--- config.mk ---
export PLATFORM = sky130hd
export DESIGN_NAME = alu_sequencer
export DESIGN_NICKNAME = d
export VERILOG_FILES = /design/src/rtl/alu_sequencer.sv
export SDC_FILE = /design/constraint.sdc
export NUM_CORES = 1
export LEC_CHECK = 0
export CORE_ASPECT_RATIO = 0.75
export CORE_MARGIN = 5
export CORE_UTILIZATION = 35
export DETAILED_ROUTE_END_ITERATION = 7
export SKIP_CTS_REPAIR_TIMING = 1
export SYNTH_ARGS = -nofsm -noshare
export SYNTH_HDL_FRONTEND = slang
export SYNTH_SLANG_ARGS = --single-unit
--- constraint.sdc ---
create_clock -name clk -period 4.5 [get_ports clk]
set_input_delay 0.45 -clock clk [delete_from_list [all_inputs] [get_ports clk]]
set_output_delay 0.45 -clock clk [all_outputs]
set_load 0.005 [all_outputs]
--- src/rtl/alu_sequencer.sv ---
// Multicycle RISC-V style control sequencer: a ten-state FSM that steps
// lw/sw/R/I/beq instructions, drives datapath selects and strobes, and counts retirements.
module alu_sequencer #(
  parameter logic [6:0] OP_LW  = 7'b0000011,
  parameter logic [6:0] OP_SW  = 7'b0100011,
  parameter logic [6:0] OP_R   = 7'b0110011,
  parameter logic [6:0] OP_I   = 7'b0010011,
  parameter logic [6:0] OP_BEQ = 7'b1100011
) (
  input  logic        clk,
  input  logic        rst,
  input  logic [6:0]  opcode,
  input  logic        zero,
  input  logic        mem_ready,
  output logic [2:0]  ALUOP,
  output logic [1:0]  ALUSrcA,
  output logic [1:0]  ALUSrcB,
  output logic [1:0]  ResultSrc,
  output logic        AdrSrc,
  output logic        IRWrite,
  output logic        PCWrite,
  output logic        RegWrite,
  output logic        MemWrite,
  output logic [3:0]  state,
  output logic        instr_done,
  output logic        illegal_op,
  output logic [31:0] instret
);

  typedef enum logic [3:0] {
    S_FETCH    = 4'd0,
    S_DECODE   = 4'd1,
    S_MEMADR   = 4'd2,
    S_MEMREAD  = 4'd3,
    S_MEMWB    = 4'd4,
    S_MEMWRITE = 4'd5,
    S_EXECR    = 4'd6,
    S_EXECI    = 4'd7,
    S_ALUWB    = 4'd8,
    S_BEQ      = 4'd9
  } state_t;

  state_t      state_q, state_d;
  logic [31:0] instret_q;
  logic        irw, pcw, rw, mw, done, ill;

  // NOTE: sequential state uses non-blocking assignments so every register
  // samples pre-edge values, independent of block ordering.
  always_ff @(posedge clk) begin
    if (rst) begin
      state_q   <= S_FETCH;
      instret_q <= '0;
    end else begin
      state_q <= state_d;
      if (done) instret_q <= instret_q + 32'd1;
    end
  end

  // NOTE: every combinational output gets a default before the case so no
  // path through the block can leave a latch behind.
  always_comb begin
    state_d   = S_FETCH;
    ALUOP     = 3'b000;
    ALUSrcA   = 2'b00;
    ALUSrcB   = 2'b00;
    ResultSrc = 2'b00;
    AdrSrc    = 1'b0;
    irw       = 1'b0;
    pcw       = 1'b0;
    rw        = 1'b0;
    mw        = 1'b0;
    done      = 1'b0;
    ill       = 1'b0;
    case (state_q)
      S_FETCH: begin
        ALUSrcB   = 2'b10;
        ResultSrc = 2'b10;
        irw       = mem_ready;
        pcw       = mem_ready;
        state_d   = mem_ready ? S_DECODE : S_FETCH;
      end
      S_DECODE: begin
        ALUSrcA = 2'b01;
        ALUSrcB = 2'b01;
        if (opcode == OP_LW || opcode == OP_SW) state_d = S_MEMADR;
        else if (opcode == OP_R)                state_d = S_EXECR;
        else if (opcode == OP_I)                state_d = S_EXECI;
        else if (opcode == OP_BEQ)              state_d = S_BEQ;
        else                                    ill     = 1'b1;
      end
      S_MEMADR: begin
        ALUSrcA = 2'b10;
        ALUSrcB = 2'b01;
        if (opcode == OP_LW)      state_d = S_MEMREAD;
        else if (opcode == OP_SW) state_d = S_MEMWRITE;
      end
      S_MEMREAD: begin
        AdrSrc  = 1'b1;
        state_d = mem_ready ? S_MEMWB : S_MEMREAD;
      end
      S_MEMWB: begin
        ResultSrc = 2'b01;
        rw        = 1'b1;
        done      = 1'b1;
      end
      S_MEMWRITE: begin
        AdrSrc  = 1'b1;
        mw      = 1'b1;
        done    = mem_ready;
        state_d = mem_ready ? S_FETCH : S_MEMWRITE;
      end
      S_EXECR: begin
        ALUSrcA = 2'b10;
        ALUOP   = 3'b111;
        state_d = S_ALUWB;
      end
      S_EXECI: begin
        ALUSrcA = 2'b10;
        ALUSrcB = 2'b01;
        ALUOP   = 3'b111;
        state_d = S_ALUWB;
      end
      S_ALUWB: begin
        rw   = 1'b1;
        done = 1'b1;
      end
      S_BEQ: begin
        ALUSrcA = 2'b10;
        ALUOP   = 3'b001;
        pcw     = zero;
        done    = 1'b1;
      end
      default: state_d = S_FETCH;
    endcase
  end

  // Reset overrides every strobe so an aborted instruction writes nothing.
  assign IRWrite    = irw  & ~rst;
  assign PCWrite    = pcw  & ~rst;
  assign RegWrite   = rw   & ~rst;
  assign MemWrite   = mw   & ~rst;
  assign instr_done = done & ~rst;
  assign illegal_op = ill  & ~rst;
  assign state      = state_q;
  assign instret    = instret_q;

endmodule

==> flow_summary.ini <==
[clocking]
cts_tree = yes
clock-root-buffer = clkbuf_8
clockBufferDepth = 2
clk_pin_slew_ns = 0.07
cts_buffers = 5
insertion_delay_ns = 0.28
h-tree-depth = 2
cts.sinks = 36

[timing]
setup_tns_ns = 0
min_period_over_period = 0.639
setup_viol = 0
finalHoldViolations = 0
slew_violations = 0
fin_crit_ns = 2.88
finClkSkew_ns = 0.00563
rsz0062_at_grt = false
worst_pin_slew_ns = 0.859
slew_headroom = 0.423
fmax_mhz = 348

[floorplanning]
rows = 24
dieArea_sq_um = 7420
initial_core_util = 0.355
die_w_microns = 97.8
ios = 63
coreArea_sq_um = 5710
die_y_microns = 75.9

[synth]
synthAdderAreaFrac = 0.00618
synthFlopType = dfxtp_1
synth_top_area_cell = dfxtp_1
ys_ff_latch = 36
synth_top_family_by_area = simple AND/OR/NAND/NOR gates
ys_top_cells_by_area = dfxtp_1 36%, xnor2_1 6.9%, nor2_1 6.3%
avgSynthCellArea_sq_um = 8.07
ys.warnings.count = 0
synth_fp_nets = 263
synthTopCellsByCount = 36 x dfxtp_1, 34 x nor2_1, 16 x xnor2_1, 14 x nand2_1, 12 x nand4_1
synth.area.mux_share = 0.0105
synth-edff-count = 0
syn-cell-area_sq_um = 2020
synth_top_area_share = 0.356
synth.most_common_cell = dfxtp_1
synth-seq-area-share = 0.356
synthArstFlopShare = 0
synth_cells = 251
synth_xor_xnor_area_share = 0.0995
yosys.area_share.simple = 0.389
synth_compound_area_frac = 0.0995
ys_types = 47

[min_path]
hold_path.class = reg2reg
hold_depth = 2

[placement]
gp_congestion = 0.756
dp_cells = 378
hpwl_microns = 3880
io_buffers = 62
placed_cell_area_sq_um = 2690

[finish]
final_util = 0.487
drive_gt1_frac = 0.0487
nNetsFinal = 319
antenna_cells = 0
layout.cells.non_filler = 386
final_cell_area_sq_um = 2780
area_growth_pct = 37.2

[drt]
vias = 2017
first_pass_iters = 4
met3_length_microns = 281
wl_microns = 5380
drc = 0
drtIter0Drc = 84
avgViaCountPerCell = 5.23
wl_per_cell_microns = 13.9
highest_layer = met4
ant_nets = 0
drt-met1-wl_microns = 2790
met2_length_microns = 2290

[global_routing]
grt_pass1_vias = 1780
antenna_found_initial = 0
grt_max_degree = 37
grtUsageTotal = 0.146
grt_pass1_wl_microns = 8910
grt_overflow_total = 0

[power]
power.density_nw_per_um2 = 216
p_leak_nw = 0.875
vdd_ir_drop_max_uv = 108

[setup_path]
worst_ep_required_time_ns = 4.05
cp-start-kind = flip-flop
end_kind = output pin
cp_max_fo = 20
critPathKind = reg2out
reg2regPathDepth = 5
crit_arrival_ns = 2.43

[flow_run]
cap_viol_max_count = 0

[run_status]
status = completed
area by class of cell:
class,instances,area (sq um)
flip-flops and latches,36,721
clock inverters,2,10.0
fillers,572,2930
inverters,4,15.0
multi-input cells,197,1220
well taps,78,97.6
clock buffers,6,82.6
repair buffers,63,628
registers in the layout, indices dropped and copies added (netlist names):
signal / flops
state: 4
instret: 32
final timing paths:
kind / from / to / slack, ns
max reg2reg: state[2] / instret[31] / 1.74
min reg2reg: instret[31] / instret[31] / 0.49
min: instret[31] / instret[31] / 0.49
max: state[2] / instr_done / 1.62
power by group:
| part | switching, mW | internal [mW] |
|---|---|---|
| Sequential | 0.00261 | 0.319 |
| Clock | 0.118 | 0.122 |
| Combinational | 0.0169 | 0.0217 |
kinds of logic (layout without fill, tap and decap cells):
kind of cell / count (synthesis) / in the layout
XOR/XNOR: 23 / 23
AO/OA/AOI/OAI: 33 / 33
flip-flops: 36 / 36
multiplexers: 2 / 2
buffers and inverters: 18 / 75
adder cells (fa/ha/maj): 1 / 1
AND/OR/NAND/NOR: 138 / 138
routing by layer:
layer	global-route usage	vias to the layer above
met3	0.0421	2
met4	0.0276	0
li1	-	1031
met5	0	-
met1	0.216	940
met2	0.209	44
critical path, stage by stage, from the launching register on:
cell and delay, ns:
dfxtp_1 0.67, nand2b_1 0.24, o21a_1 0.47, nor3_1 0.22, clkdlybuf4s50_1 0.53
layout by cell type, fill, tap and decap left out, types with 2 or more instances in the layout:
cell type,count
nand4_1,12
nand4b_1,3
clkinv_2,2
nand3_1,7
clkbuf_8,6
or3_1,2
xnor2_1,16
nor2b_1,5
nor3b_1,4
nor3_1,11
and3_1,5
inv_1,4
and4_1,3
or4_1,5
nand2b_1,10
dfxtp_1,36
o21ai_0,7
a21oi_1,11
xor2_1,7
clkdlybuf4s50_1,62
nor4b_1,4
a31oi_1,2
nand2_1,14
o22ai_1,2
o31ai_1,4
nor2_1,34
nor4_1,10
stage by stage:
| stage | worst slack, ns | power (mW) | hold WS, ns |
|---|---|---|---|
| CTS | 1.62 | 0.607 | 0.495 |
| detailed placement | 1.55 | 0.368 | 0.486 |
| floorplan | 2.35 | 0.345 | 0.468 |
| global placement | 1.59 | 0.368 | 0.469 |
| global route | 1.42 | 0.624 | 0.518 |
| finish | 1.62 | 0.600 | 0.487 |
Note: power is estimated with default switching activity, not from simulation.
